`src/rtl/i2c_line_conditioner.sv`:
```
// i2c_line_conditioner
// Front end for the I2C slave: synchronises and deglitches raw SCL/SDA, turns
// the filtered lines into single-cycle edge and START/STOP strobes, tracks the
// bus-busy state and frames bit samples with a 0..8 index within each byte.
// Optional SCL-low timeout is compiled in when I2C_TIMEOUT_EN is defined.
module i2c_line_conditioner #(
  parameter int SYNC_STAGES     = 2,
  parameter int FILTER_LEN      = 4,
  parameter int BUS_FREE_CYCLES = 500,
  parameter int TIMEOUT_CYCLES  = 250000
) (
  input  logic       clk,
  input  logic       reset,
  input  logic       i_scl,
  input  logic       i_sda,
  output logic       o_scl,
  output logic       o_sda,
  output logic       o_scl_rise,
  output logic       o_scl_fall,
  output logic       o_start,
  output logic       o_rep_start,
  output logic       o_stop,
  output logic       o_bus_busy,
  output logic       o_bit_valid,
  output logic       o_bit_data,
  output logic [3:0] o_bit_idx,
  output logic       o_ack_slot,
  output logic       o_timeout
);

  localparam int FLT_W  = $clog2(FILTER_LEN + 1);
  localparam int FREE_W = $clog2(BUS_FREE_CYCLES + 1);
  localparam logic [FLT_W-1:0]  FLT_LAST  = FLT_W'(FILTER_LEN - 1);
  localparam logic [FREE_W-1:0] FREE_LAST = FREE_W'(BUS_FREE_CYCLES - 1);

  typedef enum logic [1:0] {
    ST_IDLE,
    ST_UNFRAMED,
    ST_ACTIVE,
    ST_FREE_WAIT
  } state_t;

  state_t state_q, state_d;

  logic [SYNC_STAGES-1:0] scl_sync, sda_sync;
  logic                   scl_s, sda_s;
  logic [FLT_W-1:0]       scl_cnt, sda_cnt;
  logic                   scl_flip, sda_flip;
  logic                   ev_scl_rise, ev_scl_fall, ev_start, ev_stop;
  logic                   start_pulse, rep_pulse;
  logic [FREE_W-1:0]      free_cnt;
  logic                   free_hit;
  logic                   timeout_hit;
  logic                   rise_seen;

  assign scl_s = scl_sync[SYNC_STAGES-1];
  assign sda_s = sda_sync[SYNC_STAGES-1];

  // Metastability chains; idle-high lines so they come out of reset as 1.
  always_ff @(posedge clk) begin
    if (reset) begin
      scl_sync <= '1;
      sda_sync <= '1;
    end else begin
      scl_sync <= {scl_sync[SYNC_STAGES-2:0], i_scl};
      sda_sync <= {sda_sync[SYNC_STAGES-2:0], i_sda};
    end
  end

  // A line flips on the edge where its disagreement count completes.
  assign scl_flip = (scl_s != o_scl) && (scl_cnt == FLT_LAST);
  assign sda_flip = (sda_s != o_sda) && (sda_cnt == FLT_LAST);

  // Line events are evaluated against the values the filters are about to take,
  // so the registered strobes line up with the filtered outputs changing.
  assign ev_scl_rise = scl_flip && !o_scl;
  assign ev_scl_fall = scl_flip && o_scl;
  assign ev_start    = sda_flip && o_sda && o_scl && !scl_flip;
  assign ev_stop     = sda_flip && !o_sda && o_scl && !scl_flip;

  // Deglitch filters: count disagreeing samples, flip after FILTER_LEN in a row.
  always_ff @(posedge clk) begin
    if (reset) begin
      o_scl   <= 1'b1;
      o_sda   <= 1'b1;
      scl_cnt <= '0;
      sda_cnt <= '0;
    end else begin
      if (scl_s == o_scl) begin
        scl_cnt <= '0;
      end else if (scl_flip) begin
        o_scl   <= ~o_scl;
        scl_cnt <= '0;
      end else begin
        scl_cnt <= scl_cnt + 1'b1;
      end
      if (sda_s == o_sda) begin
        sda_cnt <= '0;
      end else if (sda_flip) begin
        o_sda   <= ~o_sda;
        sda_cnt <= '0;
      end else begin
        sda_cnt <= sda_cnt + 1'b1;
      end
    end
  end

  // Bus-free qualification: counts idle-high cycles while waiting after STOP.
  assign free_hit = (state_q == ST_FREE_WAIT) && o_scl && o_sda && (free_cnt == FREE_LAST);

  always_ff @(posedge clk) begin
    if (reset) begin
      free_cnt <= '0;
    end else if ((state_q == ST_FREE_WAIT) && o_scl && o_sda) begin
      free_cnt <= free_hit ? '0 : free_cnt + 1'b1;
    end else begin
      free_cnt <= '0;
    end
  end

`ifdef I2C_TIMEOUT_EN
  localparam int TO_W = $clog2(TIMEOUT_CYCLES + 1);
  localparam logic [TO_W-1:0] TO_LAST = TO_W'(TIMEOUT_CYCLES - 1);

  logic [TO_W-1:0] to_cnt;

  assign timeout_hit = (state_q != ST_IDLE) && !o_scl && (to_cnt == TO_LAST);

  // Stuck-low SCL watchdog; any high SCL or a return to IDLE restarts it.
  always_ff @(posedge clk) begin
    if (reset) begin
      to_cnt    <= '0;
      o_timeout <= 1'b0;
    end else begin
      o_timeout <= timeout_hit;
      if ((state_q != ST_IDLE) && !o_scl) begin
        to_cnt <= timeout_hit ? '0 : to_cnt + 1'b1;
      end else begin
        to_cnt <= '0;
      end
    end
  end
`else
  assign timeout_hit = 1'b0;
  // TIMEOUT_CYCLES only matters with the watchdog compiled in; this is constant 0.
  assign o_timeout = (TIMEOUT_CYCLES < 0);
`endif

  // Bus state register.
  always_ff @(posedge clk) begin
    if (reset) begin
      state_q <= ST_IDLE;
    end else begin
      state_q <= state_d;
    end
  end

  // Next-state and START classification; STOP outranks START, which outranks SCL edges.
  always_comb begin
    state_d     = state_q;
    start_pulse = 1'b0;
    rep_pulse   = 1'b0;
    if (timeout_hit) begin
      state_d = ST_IDLE;
    end else begin
      case (state_q)
        ST_IDLE: begin
          if (ev_start) begin
            state_d     = ST_ACTIVE;
            start_pulse = 1'b1;
          end else if (ev_scl_fall) begin
            state_d = ST_UNFRAMED;
          end
        end
        ST_UNFRAMED: begin
          if (ev_stop) begin
            state_d = ST_FREE_WAIT;
          end else if (ev_start) begin
            state_d     = ST_ACTIVE;
            start_pulse = 1'b1;
          end
        end
        ST_ACTIVE: begin
          if (ev_stop) begin
            state_d = ST_FREE_WAIT;
          end else if (ev_start) begin
            rep_pulse = 1'b1;
          end
        end
        ST_FREE_WAIT: begin
          if (ev_start) begin
            state_d     = ST_ACTIVE;
            start_pulse = 1'b1;
          end else if (ev_scl_fall) begin
            state_d = ST_UNFRAMED;
          end else if (free_hit) begin
            state_d = ST_IDLE;
          end
        end
        default: state_d = ST_IDLE;
      endcase
    end
  end

  assign o_bus_busy = (state_q != ST_IDLE);
  assign o_ack_slot = (o_bit_idx == 4'd8);

  // Registered line and bus event strobes.
  always_ff @(posedge clk) begin
    if (reset) begin
      o_scl_rise  <= 1'b0;
      o_scl_fall  <= 1'b0;
      o_start     <= 1'b0;
      o_rep_start <= 1'b0;
      o_stop      <= 1'b0;
    end else begin
      o_scl_rise  <= ev_scl_rise;
      o_scl_fall  <= ev_scl_fall;
      o_start     <= start_pulse;
      o_rep_start <= rep_pulse;
      o_stop      <= ev_stop;
    end
  end

  // Bit framing: sample on rise, advance on a fall that follows a rise (skips START hold).
  always_ff @(posedge clk) begin
    if (reset) begin
      o_bit_valid <= 1'b0;
      o_bit_data  <= 1'b0;
      o_bit_idx   <= 4'd0;
      rise_seen   <= 1'b0;
    end else begin
      o_bit_valid <= (state_q == ST_ACTIVE) && ev_scl_rise && !timeout_hit;
      if ((state_q == ST_ACTIVE) && ev_scl_rise) begin
        o_bit_data <= o_sda ^ sda_flip;
      end
      if (timeout_hit || ev_stop) begin
        o_bit_idx <= 4'd0;
        rise_seen <= 1'b0;
      end else if (ev_start) begin
        o_bit_idx <= 4'd0;
        rise_seen <= 1'b0;
      end else if (state_q == ST_ACTIVE) begin
        if (ev_scl_rise) begin
          rise_seen <= 1'b1;
        end else if (ev_scl_fall && rise_seen) begin
          o_bit_idx <= (o_bit_idx == 4'd8) ? 4'd0 : o_bit_idx + 4'd1;
        end
      end
    end
  end

endmodule
```
`config.mk`:
```
export PLATFORM = sky130hd
export DESIGN_NAME = i2c_line_conditioner
export DESIGN_NICKNAME = d
export VERILOG_FILES = /design/src/rtl/i2c_line_conditioner.sv
export SDC_FILE = /design/constraint.sdc
export NUM_CORES = 1
export LEC_CHECK = 0
export CAP_MARGIN = 20
export CORE_ASPECT_RATIO = 0.7
export CORE_MARGIN = 8
export CORE_UTILIZATION = 45
export CTS_CLUSTER_SIZE = 14
export DETAILED_ROUTE_END_ITERATION = 8
export HOLD_SLACK_MARGIN = 0.12
export PLACE_DENSITY = 0.67
export SYNTH_ARGS = -nofsm -noshare
export SYNTH_HDL_FRONTEND = slang
export SYNTH_SLANG_ARGS = --single-unit
export TNS_END_PERCENT = 10
```
`constraint.sdc`:
```
create_clock -name clk -period 3.55 [get_ports clk]
set_clock_uncertainty 0.1 [all_clocks]
set_input_delay 0.8875 -clock clk [delete_from_list [all_inputs] [get_ports clk]]
set_output_delay 0.8875 -clock clk [all_outputs]
set_load 0.005 [all_outputs]
```
==> impl_metrics.py <==
metrics = {
    "drt": {
        "drt_wl_total_mm": 2.892,
        "drc_errors": 0,
        "wl_met1_mm": 1.398,
        "firstDrtPassIters": 4,
        "wl_per_cell_um": 12.41,
        "ant_nets": 0,
        "met3_length_um": 245,
        "via_count": 1170,
        "dr.max_layer_used": "met4",
        "via_per_inst": 5.021,
        "drt-initial-drc-count": 99,
        "routed-wl-met2_mm": 1.230,
    },
    "critical_path": {
        "rrSetupSlack_ns": 1.27,
        "endpoint_kind": "primary output",
        "crit_required_ns": 2.56,
        "arrival_ns": 1.64,
        "path_class": "reg2out",
        "startpoint_type": "flop",
        "crit_fanout": 5,
    },
    "synth": {
        "async_flop_share_pct": 0,
        "synth_area_leaders": "dfxtp_1, ha_1, nor2_1",
        "yosys.area.top_type_share_pct": 45.38,
        "ys_warn_count": 0,
        "synth.yosys.seq_area_share_pct": 45.38,
        "syn_area_sq_mm": 0.001544,
        "synth_area_leader_cell": "dfxtp_1",
        "synth_cell_types": 40,
        "syn-instance-count": 164,
        "synth_flop_cell": "dfxtp_1",
        "synth_edf_count": 0,
        "synth-seq-cells": 35,
        "synth_top_cells_by_count": "dfxtp_1, nor2_1, inv_1, ha_1, nand2_1",
        "synth.most_common_cell": "dfxtp_1",
        "syn_nets": 179,
        "postSynthAreaPerCell_sq_um": 9.415,
    },
    "sta": {
        "tns_ns": 0,
        "rsz0062_at_grt": "false",
        "setup_viol_count_final": 0,
        "min_period_ns": 2.629,
        "fmax_mhz": 380.4,
        "timing.final.ws_setup_ns": 0.9209,
        "finalHoldViolations": 0,
        "tightest_slew_ns": 0.6911,
        "slew_headroom_pct": 53.72,
        "slew_viol_final": 0,
        "final.period_utilization_pct": 74.06,
    },
    "floorplan": {
        "rows": 17,
        "initial_utilization_pct": 48.07,
        "dieArea_sq_mm": 0.005591,
        "die-height_um": 65.01,
        "ios": 20,
        "dieWidth_um": 86.01,
        "core-area_sq_mm": 0.003212,
    },
    "cts": {
        "cts.sinks": 35,
        "clk_latency_ns": 0.28,
        "cts_tree": "built",
        "cts_setup_buffers": 0,
        "hold_buffers": 0,
        "htreeDepth": 2,
        "clk_pin_slew_ns": 0.06,
        "cts_resized": 0,
        "cts_buffers": 5,
        "clk_path_buf_depth": 2,
        "clockRootBuffer": "clkbuf_8",
    },
    "run": {
        "drv_cap": 0,
    },
    "placed_design": {
        "dpl.hpwl_mm": 2.176,
        "portBuffers": 18,
        "routabilityCongestion": 0.7701,
        "pre_cts_ws_ns": 1.176,
    },
    "finish": {
        "multi_input_comb_area_sq_um": 763.2,
        "fin_nets": 200,
        "diodes": 0,
        "drive_gt1_share_pct": 10.75,
        "fill_cells": 281,
        "ff_latch_area_sq_um": 700.7,
        "syn2layout_area_growth_pct": 20.42,
    },
    "power": {
        "leakagePower_nw": 0.7043,
        "powerDensity_mw_per_mm2": 406.1,
        "ir_worst_vdd_uv": 223.1,
        "total_power_uw": 755.1,
    },
    "grt": {
        "grt_pass1_wl_mm": 5.043,
        "grt_max_degree": 15,
        "antenna_found_initial": 0,
        "overflow": 0,
        "gr-usage-all-layers_pct": 11.18,
        "grt_pass1_vias": 1090,
    },
    "status": {
        "status": "finished clean",
    },
    "hold_path": {
        "worstHoldPathType": "reg2reg",
    },
}
cell type report:
class | count | area share (%)
tap | 47 | 3.163
sequential | 35 | 37.69
timing repair buffer | 19 | 10.09
clock buffer | 8 | 5.384
multi-input combinational | 111 | 41.05
inverter | 13 | 2.624
routing by layer:
layer | global-route usage [%] | up-vias
li1 | - | 596
met1 | 14.57 | 530
met2 | 16.27 | 42
met3 | 4.403 | 2
met4 | 3.913 | 0
met5 | 0 | -
final timing paths:
path               startpoint           to  cells past startpoint
setup / recovery   state_q[0]   o_bus_busy                      4
hold / removal    scl_sync[0]  scl_sync[1]                      1
setup reg to reg   scl_cnt[0]   state_q[1]                      6
hold reg to reg   scl_sync[0]  scl_sync[1]                      1
kinds of logic after synthesis:
| kind of cell | after synthesis | share of synthesized area, % |
|---|---|---|
| other | 1 | 0.2429 |
| adders and majority gates | 11 | 8.914 |
| buffers and inverters | 18 | 5.186 |
| xor gates and xnor gates | 7 | 3.971 |
| muxes | 5 | 3.323 |
| and+or+nand+nor | 69 | 24.07 |
| AOI/OAI and AO/OA | 18 | 8.914 |
| DFF | 35 | 45.38 |
metrics by stage:
stage / instance area (sq um) / std cells / hold WS, ns / util (%)
floorplan: 1544 / 164 / 0.2895 / -
global placement: 1759 / 225 / 0.2935 / 54.77
detailed placement: 1759 / 225 / 0.2968 / 54.77
CTS: 1859 / 233 / 0.3123 / 57.89
global route: 1859 / 233 / 0.3330 / 57.89
finish: 1859 / 233 / 0.3098 / 57.89
worst max-delay path, stage by stage (launching register included):
cell,delay [ns]
dfxtp_1,0.39
inv_1,0.09
ha_1,0.27
inv_1,0.11
clkdlybuf4s50_1,0.50
state kept, by name (all words and copies together) (netlist names):
register	count
o_sda	1
o_bit_data	1
o_rep_start	1
rise_seen	1
state_q	2
sda_sync	2
sda_cnt	3
o_bit_idx	4
scl_sync	2
o_scl_rise	1
o_bit_valid	1
free_cnt	9
o_scl	1
scl_cnt	3
o_start	1
o_stop	1
o_scl_fall	1
power breakdown:
part	internal, mW	switching (mW)
Combinational	0.0223	0.0241
Clock	0.177	0.130
Sequential	0.398	0.00401
cell usage in the layout (no fill, tap or decap), types with 2 or more instances in the layout:
master           netlist  final
dfxtp_1               35     35
nor2_1                28     28
clkdlybuf4s50_1        0     18
inv_1                 13     13
ha_1                  11     11
nand2_1                7      7
clkbuf_8               0      7
or3_1                  6      6
or2_2                  5      5
a21oi_1                5      5
o21ai_0                4      4
xnor2_1                4      4
nor3_1                 4      4
mux2i_1                4      4
xor2_1                 3      3
nand3_1                3      3
and3_1                 2      2
o211ai_1               2      2
nand4b_1               2      2
nor2b_1                2      2
Power figures use the tool's default switching activity.
